File: src/rtl/svm_pwm_nch.sv
// Center-aligned N-channel space-vector PWM with double-buffered thresholds and a shared multiplier.
// Define DEADTIME_EN to compile in per-channel dead-time insertion on the gate outputs.

module svm_pwm_nch_lane #(
  parameter int DT_WIDTH = 8
) (
  input  logic                clk,
  input  logic                rst,
  input  logic                act,
  input  logic                raw,
  input  logic [DT_WIDTH-1:0] dead_time,
  output logic                pwm_hi,
  output logic                pwm_lo
);
`ifdef DEADTIME_EN
  logic                prev_raw, prev_act, dt_edge;
  logic [DT_WIDTH-1:0] dt_cnt;

  // Blanking only on hi<->lo transitions; leaving the inactive state needs none.
  assign dt_edge = act && prev_act && (raw != prev_raw);

  always_ff @(posedge clk) begin
    if (rst) begin
      prev_raw <= 1'b0;
      prev_act <= 1'b0;
      dt_cnt   <= '0;
      pwm_hi   <= 1'b0;
      pwm_lo   <= 1'b0;
    end else begin
      prev_raw <= raw;
      prev_act <= act;
      if (!act) begin
        dt_cnt <= '0;
        pwm_hi <= 1'b0;
        pwm_lo <= 1'b0;
      end else if (dt_edge && dead_time != '0) begin
        dt_cnt <= dead_time - DT_WIDTH'(1);
        pwm_hi <= 1'b0;
        pwm_lo <= 1'b0;
      end else if (!dt_edge && dt_cnt != '0) begin
        dt_cnt <= dt_cnt - DT_WIDTH'(1);
        pwm_hi <= 1'b0;
        pwm_lo <= 1'b0;
      end else begin
        dt_cnt <= '0;
        pwm_hi <= raw;
        pwm_lo <= ~raw;
      end
    end
  end
`else
  logic unused_dt;
  assign unused_dt = ^dead_time;

  always_ff @(posedge clk) begin
    if (rst) begin
      pwm_hi <= 1'b0;
      pwm_lo <= 1'b0;
    end else begin
      pwm_hi <= raw;
      pwm_lo <= act && !raw;
    end
  end
`endif
endmodule

module svm_pwm_nch #(
  parameter int D_WIDTH  = 16,
  parameter int N_CH     = 3,
  parameter int DT_WIDTH = 8
) (
  input  logic                     clk,
  input  logic                     rst,
  input  logic                     enable,
  input  logic [D_WIDTH-1:0]       period_top,
  input  logic [DT_WIDTH-1:0]      dead_time,
  input  logic [N_CH*D_WIDTH-1:0]  v_in,
  input  logic                     in_valid,
  output logic                     in_ready,
  output logic [N_CH-1:0]          pwm_hi,
  output logic [N_CH-1:0]          pwm_lo,
  output logic                     period_start
);
  localparam int IW = (N_CH > 1) ? $clog2(N_CH) : 1;

  typedef enum logic [1:0] {IDLE = 2'd0, CONV = 2'd1, PEND = 2'd2} state_t;

  logic [D_WIDTH-1:0]             cnt, top_l;
  logic                           dir_up, run, act;
  state_t                         state, state_nx;
  logic [IW-1:0]                  idx;
  logic [N_CH-1:0][D_WIDTH-1:0]   vbuf, pend_t, act_t;
  logic                           active_valid, pending_valid, conv_en, apply, accept;
  logic [D_WIDTH-1:0]             v_sel, t_new;
  logic [D_WIDTH:0]               diff_full;
  logic [2*D_WIDTH-1:0]           prod;
  logic [N_CH-1:0]                raw;
  logic                           unused_bits;

  assign period_start = (cnt == '0);
  assign accept       = in_valid && in_ready;

  // Triangle counter: top and enable are only looked at on the zero cycle.
  always_ff @(posedge clk) begin
    if (rst) begin
      cnt    <= '0;
      dir_up <= 1'b1;
      run    <= 1'b0;
      top_l  <= '0;
    end else if (cnt == '0) begin
      top_l  <= period_top;
      dir_up <= 1'b1;
      if (enable && period_top >= D_WIDTH'(2)) begin
        run <= 1'b1;
        cnt <= D_WIDTH'(1);
      end else begin
        run <= 1'b0;
      end
    end else if (dir_up) begin
      if (cnt == top_l) begin
        dir_up <= 1'b0;
        cnt    <= cnt - D_WIDTH'(1);
      end else begin
        cnt <= cnt + D_WIDTH'(1);
      end
    end else begin
      cnt <= cnt - D_WIDTH'(1);
      if (cnt == D_WIDTH'(1)) dir_up <= 1'b1;
    end
  end

  always_ff @(posedge clk) begin
    if (rst) state <= IDLE;
    else     state <= state_nx;
  end

  always_comb begin
    state_nx = state;
    case (state)
      IDLE:    if (in_valid) state_nx = CONV;
      CONV:    if (idx == IW'(N_CH - 1)) state_nx = PEND;
      PEND:    if (period_start) state_nx = IDLE;
      default: state_nx = IDLE;
    endcase
  end

  always_comb begin
    in_ready      = (state == IDLE);
    conv_en       = (state == CONV);
    pending_valid = (state == PEND);
    apply         = pending_valid && period_start;
  end

  // diff = 0x7FFF..F - v never goes negative or exceeds D_WIDTH bits, so the top bit is dropped.
  assign v_sel       = vbuf[idx];
  assign diff_full   = {2'b00, {(D_WIDTH-1){1'b1}}} - {v_sel[D_WIDTH-1], v_sel};
  assign prod        = {{D_WIDTH{1'b0}}, top_l} * {{D_WIDTH{1'b0}}, diff_full[D_WIDTH-1:0]};
  assign t_new       = prod[2*D_WIDTH-1:D_WIDTH];
  assign unused_bits = diff_full[D_WIDTH] ^ (^prod[D_WIDTH-1:0]);

  always_ff @(posedge clk) begin
    if (rst) begin
      vbuf         <= '0;
      idx          <= '0;
      pend_t       <= '0;
      act_t        <= '0;
      active_valid <= 1'b0;
    end else begin
      if (accept) begin
        vbuf <= v_in;
        idx  <= '0;
      end
      if (conv_en) begin
        pend_t[idx] <= t_new;
        idx         <= idx + IW'(1);
      end
      if (apply) begin
        act_t        <= pend_t;
        active_valid <= 1'b1;
      end
    end
  end

  assign act = active_valid && run;

  for (genvar c = 0; c < N_CH; c++) begin : g_lane
    assign raw[c] = act && (cnt >= act_t[c]);

    svm_pwm_nch_lane #(.DT_WIDTH(DT_WIDTH)) u_lane (
      .clk       (clk),
      .rst       (rst),
      .act       (act),
      .raw       (raw[c]),
      .dead_time (dead_time),
      .pwm_hi    (pwm_hi[c]),
      .pwm_lo    (pwm_lo[c])
    );
  end
endmodule

File: config.mk
export PLATFORM = sky130hd
export DESIGN_NAME = svm_pwm_nch
export DESIGN_NICKNAME = d
export VERILOG_FILES = /design/src/rtl/svm_pwm_nch.sv
export SDC_FILE = /design/constraint.sdc
export NUM_CORES = 1
export LEC_CHECK = 0
export ABC_AREA = 0
export BUFFER_PORTS_ARGS = -buffer_cell sky130_fd_sc_hd__buf_2
export CORE_MARGIN = 5
export CORE_UTILIZATION = 30
export DETAILED_ROUTE_END_ITERATION = 8
export SYNTH_ARGS = -nofsm -noshare
export SYNTH_HDL_FRONTEND = slang
export SYNTH_SLANG_ARGS = --single-unit
File: constraint.sdc
create_clock -name clk -period 8.7 [get_ports clk]
set_clock_uncertainty 0.1 [all_clocks]
set_input_delay 0.87 -clock clk [delete_from_list [all_inputs] [get_ports clk]]
set_output_delay 0.87 -clock clk [all_outputs]
set_load 0.005 [all_outputs]
== After elaboration in Yosys (flattened, before gate mapping) ==
Cells that the tools add are included.

* Register bits after elaboration: 189
* Input port bits: 76
* Output and inout port bits: 8
* Logic and storage cells: 80

* $add $sub $neg: 4
* Multiply operators: 1
* $lt $le $gt $ge: 6
* Eq/ne operators: 9
* Muxes and demuxes: 19
* Reduce and logical (&&, ||, !) cells: 19

{| class="wikitable"
|+ Operators with widths
! operator !! number
|-
| 16-bit 2-to-1 mux || 6
|-
| 48-bit bitwise mux || 1
|-
| 16-bit >= comparator || 3
|-
| 16-bit binary-select mux with 2-bit select || 1
|-
| 16-bit demux with 2-bit select || 1
|-
| 16-bit by 16-bit multiplier with 32-bit output || 1
|-
| 16-bit by 1-bit adder with 16-bit output (second input constant) || 1
|-
| 16-bit by 1-bit == test with 1-bit output (second input constant) || 1
|-
| 16-bit == test || 1
|-
| 16-bit by 2-bit >= comparator with 1-bit output (second input constant) || 1
|-
| 16-bit logical NOT || 1
|-
| 16-bit by 1-bit subtractor with 16-bit output (second input constant) || 1
|-
| 16-bit subtractor (first input constant) || 1
|-
| 1-bit logical AND || 11
|-
| 2-bit 2-to-1 mux || 5
|-
| 2-bit one-hot mux with 3 select lines || 1
|-
| 2-bit == test (second input constant) || 2
|-
| 1-bit 2-to-1 mux || 4
|-
| 2-bit by 1-bit != test with 1-bit output (second input constant) || 2
|-
| 2-bit != test (second input constant) || 2
|-
| 1-bit logical NOT || 3
|-
| 2-bit by 3-bit less-than comparator with 1-bit output (second input constant) || 1
|-
| 3-bit AND reduction || 1
|-
| 2-bit by 1-bit adder with 2-bit output (second input constant) || 1
|-
| 5 further kinds || 5
|}

== Depth between registers and ports, before layout ==
* Depth after elaboration: 5
* Depth in mapped cells: 28
* Depth with buffers taken out: 25

== By module ==
Synthesis repeated with hierarchy kept, for this count alone.

* Cell total of the unflattened synthesis: 2074
* Area total of the unflattened synthesis: 17003.8 µm²

{| class="wikitable"
|+ Modules (own cells, without submodules)
! module !! times used !! cells each !! area each (µm²) !! seq. area each (µm²)
|-
| svm_pwm_nch || 1 || 2062 || 16827.4 || 3663.5
|-
| svm_pwm_nch_lane || 3 || 4 || 58.8 || 40.0
|}

== Least setup slack after synthesis ==
OpenSTA, ideal clock, no wires.

* Path kind: reg-to-reg
* From: register idx[0]
* To: register pend_t[10] in the netlist's numbering
* Setup time: 0.124 ns
* Arrival time: 6.983 ns
* Required time: 8.476 ns
* Path slack: 1.493 ns
* Cell stages (with the launch flop): 26
* Path buffers: 4
* Period minus slack after synthesis: 7.207 ns
* Cell sequence: dfxtp_1 > buf_4 > buf_1 > mux2i_1 > nor2_1 > a21oi_1 > clkbuf_1 > nand2_1 > fa_1 > inv_1 > fa_1 > fa_1 > fa_1 > fa_1 > inv_1 > fa_1 > inv_1 > ha_1 > clkbuf_1 > a21oi_1 > o21a_1 > and2_1 > o21a_1 > a2111oi_2 > mux2i_1 > nand3_1

* Cells in the longest elaborated chain, start to end: 5
* Elaborated cells between the ends (all ways): 10
* Classes of those cells: add/sub (1); mul (1); order compare (2); mux (5); reduce/logical (1)

{| class="wikitable"
|+ RTL lines
! element !! line !! RTL
|-
| start, declared || 91 || <nowiki>logic [IW-1:0] idx;</nowiki>
|-
| start signal, assigned || 175 || <nowiki>idx <= idx + IW'(1);</nowiki>
|-
| 16-bit binary-select mux with 2-bit select, or another cell as far along || 155 || <nowiki>assign v_sel = vbuf[idx];</nowiki>
|-
| 16-bit 2-to-1 mux (not written as such) or 1-bit logical AND (tied branches) || 155, 174 ||
|-
| 16-bit subtractor or 16-bit 2-to-1 mux (tied branches) || 156, 174 ||
|-
| 16-bit by 16-bit multiplier with 32-bit output or 16-bit demux with 2-bit select (tied branches) || 157, 174 ||
|-
| 48-bit bitwise mux (*) || 174 || <nowiki>pend_t[idx] <= t_new;</nowiki>
|-
| end signal, assigned by index || 174 ||
|-
| end, declared || 92 || <nowiki>logic [N_CH-1:0][D_WIDTH-1:0] vbuf, pend_t, act_t;</nowiki>
|}

Mark *: on every way between the ends. The rest lies on a longest branch, timed or not. The select of a mux whose other input is x is not followed.
A chain may end at the register's enable or synchronous reset.

== Worst setup path after layout ==
* From: register idx[0]
* To: register pend_t[43] in the netlist's numbering

The elaborated chain is that of the path after synthesis.

==> impl_metrics.csv <==
group,metric,value,unit
global_routing,grt_pass1_vias,14867,
cells_and_area,drive_above_1_share,8.24,%
synth,async_reset_ff_share,0,%
synth,synth_top_area_share,22.0,%
placed_design,dp_cells,2893,
clock_tree,clock_latency,0.46,ns
timing,finalCritPeriodShare,88.3,%
cells_and_area,nNetsFinal,2571,
worst_setup_path,r2r_start,"idx[0]$_SDFFE_PP0P_",
timing,finalSetupTns,0,ns
timing,drv_slew,0,
clock_tree,cts_inserted_buffers,17,
clock_tree,cts-resized-gates,0,
clock_tree,cts-root-buf,"clkbuf_16",
placed_design,hpwl,37100,um
synth,yosysTopAreaCell,"fa_1",
die,start_util,30.3,%
routing,antenna_left,0,
worst_setup_path,cp.required,8.98,ns
routing,post_drt_wl_per_cell,16.2,um
status,outcome,"finished, final reports clean",
worst_setup_path,r2r_end,"pend_t[43]$_SDFFE_PP0P_",
min_path,min_to,"act_t[2]$_SDFFE_PP0P_",
die,fp-row-count,88,
synth,yosys-top-cells-area,"fa_1 (22%), dfxtp_1 (22%), ha_1 (11%), nand2_1 (9.5%), inv_1 (6.2%)",
cells_and_area,syn2layout_area_growth,9.50,%
synth,synthesis.nets,2565,
die,chipWidth,252,um
min_path,whs_path_depth,2,
routing,drc,0,
global_routing,grt_max_degree,82,
global_routing,antenna_found_initial,0,
synth,synth_edf_count,0,
clock_tree,h-tree-depth,4,
worst_setup_path,timing_worst_setup_path_type,"reg -> reg",
clock_tree,cts_sinks,189,
timing,min_period,7.69,ns
synth,ys.flop_type,"dfxtp_1",
routing,first_pass_iters,5,
die,fp.dieH,252,um
synth,synth_seq_cells,189,
worst_setup_path,critical_path.endpoint_type,"flip-flop",
timing,slew_headroom,28.2,%
die,core_region_area,57800,um2
timing,tightest_slew,1.08,ns
clock_tree,cts_hold_buf,0,
clock_tree,cts_tree,"done",
worst_setup_path,r2r_slack,1.01,ns
global_routing,track_usage,15.1,%
synth,synth_seq_area_share,21.6,%
synth,synth_area,17500,um2
placed_design,portBuffers,75,
timing,max_freq,130,MHz
routing,totalWireLength,47500,um
clock_tree,cts_setup_buffers,0,
synth,postSynthCellCount,2141,
min_path,hold_start,"pend_t[2]$_SDFFE_PP0P_",
min_path,hp-class,"reg -> reg",
worst_setup_path,critPathLaunchType,"flip-flop",
clock_tree,clk_pin_slew,0.08,ns
die,dieArea,63400,um2
timing,setup_violations,0,
flow_run,cap_violations,0,
worst_setup_path,crit_arrival,7.96,ns
cells_and_area,fin_cells,2924,
worst_setup_path,cp_max_fo,18,
synth,netlist_top_cells_count,"nand2_1 (445), inv_1 (289), fa_1 (193)",
global_routing,grt_pass1_wl,77800,um
routing,vias_per_cell,4.91,
placed_design,gp_congestion,0.867,
synth,synthDistinctLibCells,70,
routing,dr_total_vias,14362,
timing,hold_viol,0,
worst_setup_path,r2r_cells,22,
die,io_pins,84,
synth,avgSynthCellArea,8.19,um2
clock_tree,cts_buffer_depth,2,
timing,rsz0062_at_grt,"false",
synth,yosys_warnings,0,
routing,drt_iter0_markers,836,
global_routing,grt_overflow,0,
synth,synthMostInstantiatedCell,"nand2_1",
cells_and_area,antennaDiodeCount,0,
-- sequential cells by signal (all words and copies together) (netlist names) --
name and cells:
act_t 48, pend_t 48, vbuf 48, cnt 16
top_l 16, g_lane.u_lane.pwm_hi 3, g_lane.u_lane.pwm_lo 3, idx 2
state 2, active_valid 1, dir_up 1, run 1
-- metal layers --
| layer | routed length, um | vias to the layer above | GRT usage (%) |
|---|---|---|---|
| met3 | 2020 | 76 | 2.26 |
| met4 | 1570 | 0 | 5.60 |
| met2 | 22700 | 319 | 25.9 |
| li1 | - | 6867 | - |
| met5 | 0 | - | 0 |
| met1 | 21200 | 7100 | 19.4 |
-- worst max path at each step --
stage                        start                      end  slack [ns]
2_1_floorplan  idx[0]$_SDFFE_PP0P_  pend_t[10]$_SDFFE_PP0P_        1.49
3_3_place_gp   idx[0]$_SDFFE_PP0P_  pend_t[31]$_SDFFE_PP0P_        1.15
3_5_place_dp   idx[0]$_SDFFE_PP0P_  pend_t[27]$_SDFFE_PP0P_        1.12
4_1_cts        idx[0]$_SDFFE_PP0P_  pend_t[27]$_SDFFE_PP0P_        1.08
5_1_grt        idx[0]$_SDFFE_PP0P_  pend_t[29]$_SDFFE_PP0P_        0.57
6_report       idx[0]$_SDFFE_PP0P_  pend_t[43]$_SDFFE_PP0P_        1.01
-- through the flow --
stage               util (%)  setup WS [ns]  hold slack [ns]  area, um2
floorplan                  -           1.49            0.329      17500
global placement        32.2           1.15            0.343      18600
detailed placement      32.2           1.12            0.347      18600
CTS                     33.2           1.08            0.352      19200
global route            33.2          0.567            0.367      19200
finish                  33.2           1.01            0.346      19200
-- logic make-up (layout without fill, tap and decap cells) --
logic type               Yosys count  after routing  synth area share [%]
AO/OA/AOI/OAI                    344            344                  12.1
XOR/XNOR                          40             40                  2.00
adder cells (fa/ha/maj)          348            348                  33.1
buffers and inverters            412            430                  9.20
flip-flops                       189            189                  21.6
multiplexers                      25             25                  1.43
AND/OR/NAND/NOR                  783            783                  20.6
-- placed cells by master (no fill, tap or decap), types with 6 or more instances in the layout --
cell       instances
a211oi_1          10
a21o_1            40
a21oi_1          174
a21oi_2           10
a22oi_1            7
and2_1            83
and4_1            11
buf_2             74
buf_4             35
clkbuf_16         17
dfxtp_1          189
fa_1             193
ha_1             155
inv_1            289
inv_8              6
mux2i_1           24
nand2_1          444
nand2_2           11
nand2b_1          12
nand3_1           38
nand4_1           22
nor2_1            74
nor2b_1           31
nor3_1            20
nor4_1             9
o21ai_0           46
or3_1             10
xnor2_1           30
xor2_1            10
-- cell type report --
class / count / area (um2)
multi-input cells: 1540 / 12100
clock buffers: 18 / 439
clock inverters: 13 / 144
well taps: 765 / 957
fillers: 6060 / 38600
flip-flops and latches: 189 / 3780
inverters: 290 / 1090
repair buffers: 109 / 633
-- critical path, cell delays in order (launching register included) --
cell,delay [ns]
dfxtp_1,0.39
buf_4,0.34
mux2i_1,0.28
o21a_1,0.51
nand2_1,0.16
fa_1,0.54
fa_1,0.58
fa_1,0.45
fa_1,0.55
inv_1,0.06
fa_1,0.54
inv_1,0.06
fa_1,0.52
inv_1,0.04
ha_1,0.34
and4_1,0.30
and4_1,0.21
and4_1,0.20
a211oi_1,0.07
o31ai_1,0.51
mux2i_1,0.49
o21ai_0,0.15
a21oi_1,0.20
Power is left out: the tool's default activity adds up to more than one toggle a clock period on the data nets, which glitch-free logic cannot reach.
